--- config.mk ---
export PLATFORM = sky130hd
export DESIGN_NAME = regfile_op_sequencer
export DESIGN_NICKNAME = d
export VERILOG_FILES = /design/src/rtl/regfile_op_sequencer.sv
export SDC_FILE = /design/constraint.sdc
export NUM_CORES = 1
export LEC_CHECK = 0
export ABC_AREA = 1
export CORE_UTILIZATION = 53
export DETAILED_ROUTE_END_ITERATION = 16
export PLACE_DENSITY = 0.85
export SLEW_MARGIN = 25
export SYNTH_ARGS = -nofsm -noshare
export SYNTH_HDL_FRONTEND = slang
export SYNTH_SLANG_ARGS = --single-unit
export TNS_END_PERCENT = 10
--- constraint.sdc ---
create_clock -name clk -period 2.4 [get_ports clk]
set_clock_uncertainty 0.05 [all_clocks]
set_input_delay 0.36 -clock clk [delete_from_list [all_inputs] [get_ports clk]]
set_output_delay 0.36 -clock clk [all_outputs]
set_load 0.005 [all_outputs]
--- src/rtl/regfile_op_sequencer.sv ---
// regfile_op_sequencer
//   Runs one register-file operation at a time through READ, EXEC and WRITE.
//   An operation is accepted in IDLE on a valid/ready handshake. Its operands
//   are read through the two combinational read ports and the ALU result is
//   written back through the single write port. Writes to ZERO_REG and NOPs
//   do not assert the write enable.
//
// Ports
//   clk, rst            clock (rising edge), asynchronous active-high reset
//   op_valid/op_ready   operation handshake
//   op_code/op_src1/op_src2/op_dst/op_imm   operation fields
//   rf_src1/rf_src2     register file read addresses
//   rf_regA/rf_regB     register file read data
//   rf_dst/rf_data/rf_write   register file write port
//   done                one-cycle completion pulse (the WRITE cycle)
//   result/carry/zero   last ALU result and its flags
module regfile_op_sequencer #(
    parameter int unsigned SRCSIZE  = 2,
    parameter int unsigned ZERO_REG = 3
) (
    input  logic               clk,
    input  logic               rst,
    input  logic               op_valid,
    output logic               op_ready,
    input  logic [2:0]         op_code,
    input  logic [SRCSIZE-1:0] op_src1,
    input  logic [SRCSIZE-1:0] op_src2,
    input  logic [SRCSIZE-1:0] op_dst,
    input  logic [7:0]         op_imm,
    output logic [SRCSIZE-1:0] rf_src1,
    output logic [SRCSIZE-1:0] rf_src2,
    input  logic [7:0]         rf_regA,
    input  logic [7:0]         rf_regB,
    output logic [SRCSIZE-1:0] rf_dst,
    output logic [7:0]         rf_data,
    output logic               rf_write,
    output logic               done,
    output logic [7:0]         result,
    output logic               carry,
    output logic               zero
);

    localparam int unsigned DW = 8;

    localparam logic [2:0] OP_ADD = 3'd0;
    localparam logic [2:0] OP_SUB = 3'd1;
    localparam logic [2:0] OP_AND = 3'd2;
    localparam logic [2:0] OP_OR  = 3'd3;
    localparam logic [2:0] OP_XOR = 3'd4;
    localparam logic [2:0] OP_MOV = 3'd5;
    localparam logic [2:0] OP_LDI = 3'd6;
    localparam logic [2:0] OP_NOP = 3'd7;

    typedef enum logic [1:0] {
        IDLE  = 2'd0,
        READ  = 2'd1,
        EXEC  = 2'd2,
        WRITE = 2'd3
    } state_t;

    state_t             state;
    logic [2:0]         code_q;
    logic [SRCSIZE-1:0] src1_q;
    logic [SRCSIZE-1:0] src2_q;
    logic [SRCSIZE-1:0] dst_q;
    logic [DW-1:0]      imm_q;
    logic [DW-1:0]      opa_q;
    logic [DW-1:0]      opb_q;
    logic [DW-1:0]      result_q;
    logic               carry_q;
    logic               zero_q;
    logic               rf_write_q;
    logic               done_q;

    logic [DW-1:0]      alu_res_c;
    logic               alu_carry_c;
    logic [DW:0]        sum_c;
    logic [DW:0]        diff_c;

    // ALU on the latched operands; carry is the 9th sum bit or the borrow
    always_comb begin
        alu_res_c   = '0;
        alu_carry_c = 1'b0;
        sum_c       = {1'b0, opa_q} + {1'b0, opb_q};
        diff_c      = {1'b0, opa_q} - {1'b0, opb_q};
        case (code_q)
            OP_ADD: begin
                alu_res_c   = sum_c[DW-1:0];
                alu_carry_c = sum_c[DW];
            end
            OP_SUB: begin
                alu_res_c   = diff_c[DW-1:0];
                alu_carry_c = diff_c[DW];
            end
            OP_AND:  alu_res_c = opa_q & opb_q;
            OP_OR:   alu_res_c = opa_q | opb_q;
            OP_XOR:  alu_res_c = opa_q ^ opb_q;
            OP_MOV:  alu_res_c = opa_q;
            OP_LDI:  alu_res_c = imm_q;
            default: alu_res_c = result_q;
        endcase
    end

    // Sequencer FSM with registered write enable and completion pulse
    always_ff @(posedge clk or posedge rst) begin
        if (rst) begin
            state      <= IDLE;
            code_q     <= '0;
            src1_q     <= '0;
            src2_q     <= '0;
            dst_q      <= '0;
            imm_q      <= '0;
            opa_q      <= '0;
            opb_q      <= '0;
            result_q   <= '0;
            carry_q    <= 1'b0;
            zero_q     <= 1'b0;
            rf_write_q <= 1'b0;
            done_q     <= 1'b0;
        end else begin
            rf_write_q <= 1'b0;
            done_q     <= 1'b0;
            case (state)
                IDLE: begin
                    if (op_valid) begin
                        code_q <= op_code;
                        src1_q <= op_src1;
                        src2_q <= op_src2;
                        dst_q  <= op_dst;
                        imm_q  <= op_imm;
                        state  <= READ;
                    end
                end
                READ: begin
                    opa_q <= rf_regA;
                    opb_q <= rf_regB;
                    state <= EXEC;
                end
                EXEC: begin
                    // NOP leaves result and flags untouched
                    if (code_q != OP_NOP) begin
                        result_q <= alu_res_c;
                        carry_q  <= alu_carry_c;
                        zero_q   <= (alu_res_c == '0);
                    end
                    rf_write_q <= (code_q != OP_NOP) &&
                                  (dst_q != SRCSIZE'(ZERO_REG));
                    done_q     <= 1'b1;
                    state      <= WRITE;
                end
                WRITE: begin
                    state <= IDLE;
                end
                default: begin
                    state <= IDLE;
                end
            endcase
        end
    end

    assign op_ready = (state == IDLE) && !rst;
    assign rf_src1  = src1_q;
    assign rf_src2  = src2_q;
    assign rf_dst   = dst_q;
    assign rf_data  = result_q;
    assign rf_write = rf_write_q;
    assign done     = done_q;
    assign result   = result_q;
    assign carry    = carry_q;
    assign zero     = zero_q;

endmodule

-- Word level (Yosys, flattened, before mapping)
Index checks and enable logic that the tools add are counted.
- bits in read-only memories: 0
- register bits after elaboration: 47
- memories: 0
- input port bits: 36
- memory bits (writable): 0
- output and inout port bits: 27
- bits in latches: 0
- word-level logic and storage cells: 44
- equal/unequal tests: 12
- bitwise gates (word level): 3
- multiply operators: 0
- $add $sub $neg: 2
- reductions and logical operators: 8
- divide/modulo/power cells: 0
- multiplexer cells: 6
- shift-type cells: 0
- $lt $le $gt $ge: 0
- operator list (operator ; count):
    $pmux W8 S7 ; 1
    $add A8 B8 Y9 ; 1
    $eq A3 B3 Y1 const B ; 3
    $sub A8 B8 Y9 ; 1
    $and A8 B8 Y8 ; 1
    $logic_not A8 Y1 ; 1
    $or A8 B8 Y8 ; 1
    $pmux W2 S4 ; 1
    $xor A8 B8 Y8 ; 1
    $eq A3 B2 Y1 const B ; 2
    $eq A2 B2 Y1 const B ; 2
    $ne A2 B2 Y1 const B ; 2
    $reduce_and A2 Y1 ; 2
    $eq A3 B1 Y1 const B ; 1
    $logic_not A3 Y1 ; 1
    $ne A3 B3 Y1 const B ; 1
    $eq A2 B1 Y1 const B ; 1
    $logic_and A1 B1 Y1 ; 2
    $logic_not A2 Y1 ; 1
    $mux W1 ; 2
    $mux W2 ; 1
    $pmux W1 S2 ; 1
    $logic_not A1 Y1 ; 1

-- Logic depth before layout (Yosys ltp)
- depth after elaboration: 3
- mapped depth: 15
- mapped depth without buffers: 15

-- Worst setup path after synthesis
OpenSTA, ideal clock, no wires.
- path type: register -> register
- start point: reg opa_q[0]
- end point: reg zero_q, in the netlist zero
- path buffers: 0
- cell stages (with the launch flop): 15
- required time: 2.285 ns
- slack: 0.563 ns
- library setup time: 0.065 ns
- data arrival time: 1.721 ns
- path through: dfrtp_1 > inv_1 > ha_1 > fa_1 > nor2_1 > nor2_1 > nand2_1 > nand2_1 > nor2_1 > nand2_1 > nor2_1 > nand3_1 > nor2_1 > nand3_1 > nand2_1
- longest elaborated chain between the ends: 3
- elaborated cells between the ends (all ways): 7
- classes of those cells: 2 x add/sub; 1 x mux; 3 x bitwise; 1 x reduce/logical
- RTL lines (item ; RTL line ; RTL):
    from (decl) ; 67 ; logic [DW-1:0] opa_q;
    from (signal assigned) ; 135 ; opa_q <= rf_regA;
    $sub A8 B8 Y9, or another cell as far along ; 85 ; diff_c = {1'b0, opa_q} - {1'b0, opb_q};
    $pmux W8 S7 (*) ; 86 ; case (code_q)
    $logic_not A8 Y1 (*) ; 144 ; zero_q <= (alu_res_c == '0);
    to (signal assigned) ; 144 ;
    to (decl) ; 71 ; logic zero_q;
Mark *: on every way between the ends. The rest lies on a longest branch, timed or not.
A chain may end at the register's enable or synchronous reset.

-- Worst setup path in the final report
Same ends and word-level chain as after synthesis.

==> results_dict.tcl <==
set metrics [dict create \
    dieArea_um2 6590 \
    vias_per_cell 5.26 \
    ys_seq_area_share_pct 35.4 \
    cpMaxStageDelayCell "dfrtp_1" \
    grt_pass1_wl_mm 13.8 \
    ctsRootBufferMaster "clkbuf_8" \
    rsz0062_at_grt "false" \
    die_x_um 81.2 \
    final_cells 579 \
    dr.pass1.iters 4 \
    post-cts-setup-buffer-count 0 \
    max_slew.worst_pin.slew_ns 0.554 \
    setup_violations 0 \
    drt_iter0_markers 242 \
    drc 0 \
    synth_edf_count 0 \
    crit_buf_inv 1 \
    ioPinCount 63 \
    min_path_type "in2async" \
    core_area_um2 5990 \
    die_y_um 81.2 \
    cp_top_family "simple AND/OR/NAND/NOR gates" \
    critical_path_class "reg2reg" \
    synth_nets 515 \
    clk_pin_slew_ns 0.09 \
    synth.top_cells.by_area "dfrtp_1 35%, nand2_1 13%, ha_1 11%" \
    synth.avg_cell_area_um2 7.40 \
    netlist_instances 449 \
    clockBufferDepth 2 \
    synth_flop_cell "dfrtp_1" \
    slew_violations 0 \
    worstPathArrival_ns 2.36 \
    synth.most_common_cell "nand2_1" \
    htree_levels 2 \
    final_area_um2 4070 \
    antenna_cells 0 \
    hpwl_mm 6.49 \
    crit_top_cell "nor2_1" \
    synth_top_cells_by_count "115 x nand2_1, 62 x inv_1, 47 x dfrtp_1" \
    critPathMaxStageDelay_ns 0.41 \
    wirelength_mm 8.19 \
    cts_tree "yes" \
    area_growth_pct 22.4 \
    routedWlPerCell_um 14.1 \
    netlist.area_leader.share_pct 35.4 \
    synth_top_cell_by_area "dfrtp_1" \
    cts.repair.resized 0 \
    synth.distinct_cells 31 \
    relSlewSlack_pct 63.0 \
    drv_cap 0 \
    grt_max_degree 48 \
    ctsHoldBuffers 0 \
    critPathLaunchType "register" \
    cts_buffers 5 \
    worst_setup_path_end_kind "register" \
    ys_seq_elements 47 \
    port_buffers 62 \
    synth_area_um2 3320 \
    cp_max_fo 3 \
    grt_usage_pct 27.8 \
    finalCriticalPeriod_ns 2.16 \
    place_inst 572 \
    p_total_mw 5.65 \
    fin_crit_sh_pct 90.0 \
    synthArstFlopShare_pct 100 \
    p_leak_nw 2.05 \
    cp_cell_sequence "inv_1, ha_1, fa_1, nor2_1, nor2_1, nand2_1, nand2_1, nor2_1, nand2_1, nor2_1, nand3_1, nor2_1, nand3_1, nand2_1" \
    fillers 497 \
    status "finished, final reports clean" \
    fin_setup_tns_ns 0 \
    powerDensity_nw_per_um2 1390 \
    gp_congestion 0.986 \
    antenna_found_initial 0 \
    final_core_util_pct 67.9 \
    ant_nets 0 \
    peakVddDrop_v 0.000721 \
    clock_latency_ns 0.30 \
    placementRows 28 \
    yosys_warnings 0 \
    cts.sinks 47 \
    fin_nets 570 \
    dpl_cell_area_um2 3960 \
    grt_pass1_vias 2878 \
    grt_remaining_overflow 0 \
    max_freq_mhz 463 \
    vias 3047 \
    worst_ep_required_time_ns 2.60 \
    layout-drive-gt1-share_pct 8.53 \
    start_util_pct 55.5 \
    hold_viol_final 0 \
]
==> layout make-up <==
type | count | area, um^2 | share of cell area, %
clock buffer | 5 | 68.8 | 1.69
sequential | 47 | 1180 | 28.9
inverter | 66 | 253 | 6.22
clock inverter | 2 | 37.5 | 0.923
multi-input combinational | 314 | 1740 | 42.9
timing repair buffer | 70 | 693 | 17.0
tap | 75 | 93.8 | 2.31
==> kinds of logic after synthesis <==
group | share of synthesized area (%)
simple gates | 29.4
mux | 3.05
compound gates | 8.28
fa+ha+maj | 11.7
flops | 35.4
buf+inv | 12.1
==> metrics by stage <==
stage          hold slack [ns]  setup slack [ns]
3_3_place_gp             0.402             0.263
2_1_floorplan            0.411             0.563
3_5_place_dp             0.407             0.255
6_report                 0.383             0.241
4_1_cts                  0.393             0.234
5_1_grt                  0.420            0.0312
==> state kept, by name, indices dropped and copies added, names as in the netlist, 2 cells and up <==
| signal | flops |
|---|---|
| code_q | 3 |
| imm_q | 8 |
| opa_q | 8 |
| opb_q | 8 |
| result | 8 |
| rf_dst | 2 |
| rf_src1 | 2 |
| rf_src2 | 2 |
| state | 2 |
==> power by group <==
group          total, mW  switching (mW)  internal, mW  leakage (nW)
Combinational       3.60            2.16          1.44          1.44
Clock              0.580           0.275         0.305        0.0502
Sequential          1.47           0.297          1.17         0.563
==> routing by layer <==
layer | wire (um) | global-route usage [%] | vias to the layer above
met3 | 430 | 4.38 | 15
met4 | 130 | 7.86 | 0
li1 | - | - | 1519
met5 | 0 | 0 | -
met2 | 3880 | 44.9 | 121
met1 | 3750 | 38.2 | 1392
==> cell usage in the layout, fill, tap and decap left out, drive strengths merged <==
cell and count:
buf 8, dfrtp 47, o21ai 33, nor3 6, nand4 12, a31oi 2
clkbuf 5, nand3b 1, bufinv 1, fa 2, or2 2, a21oi 15
ha 28, nor2 46, o211ai 3, nand3 35, nand2 120, clkinvlp 1
inv 66, clkdlybuf4s50 62, mux2 9
==> worst paths after layout <==
path / from / to / slack, ns / cells after the start
worst min register to register: rf_dst[1] / rf_write / 0.43 / 1
worst max register to register: opa_q[0] / zero / 0.24 / 14
worst min-delay path: rst / opb_q[5] / 0.38 / 3
min in group clk: rf_dst[1] / rf_write / 0.43 / 1
worst max-delay path: opa_q[0] / zero / 0.24 / 14
max in group asynchronous: rst / opb_q[1] / 1.69 / 3
==> worst register-to-register path: cells and delay by family, from the launching register on <==
family | cells | cell delay (ns)
adder cells (fa/ha/maj) | 2 | 0.64
flip-flops | 1 | 0.41
AND/OR/NAND/NOR | 11 | 0.92
buffers and inverters | 1 | 0.10
No activity file was read; power rests on OpenSTA's default activity.
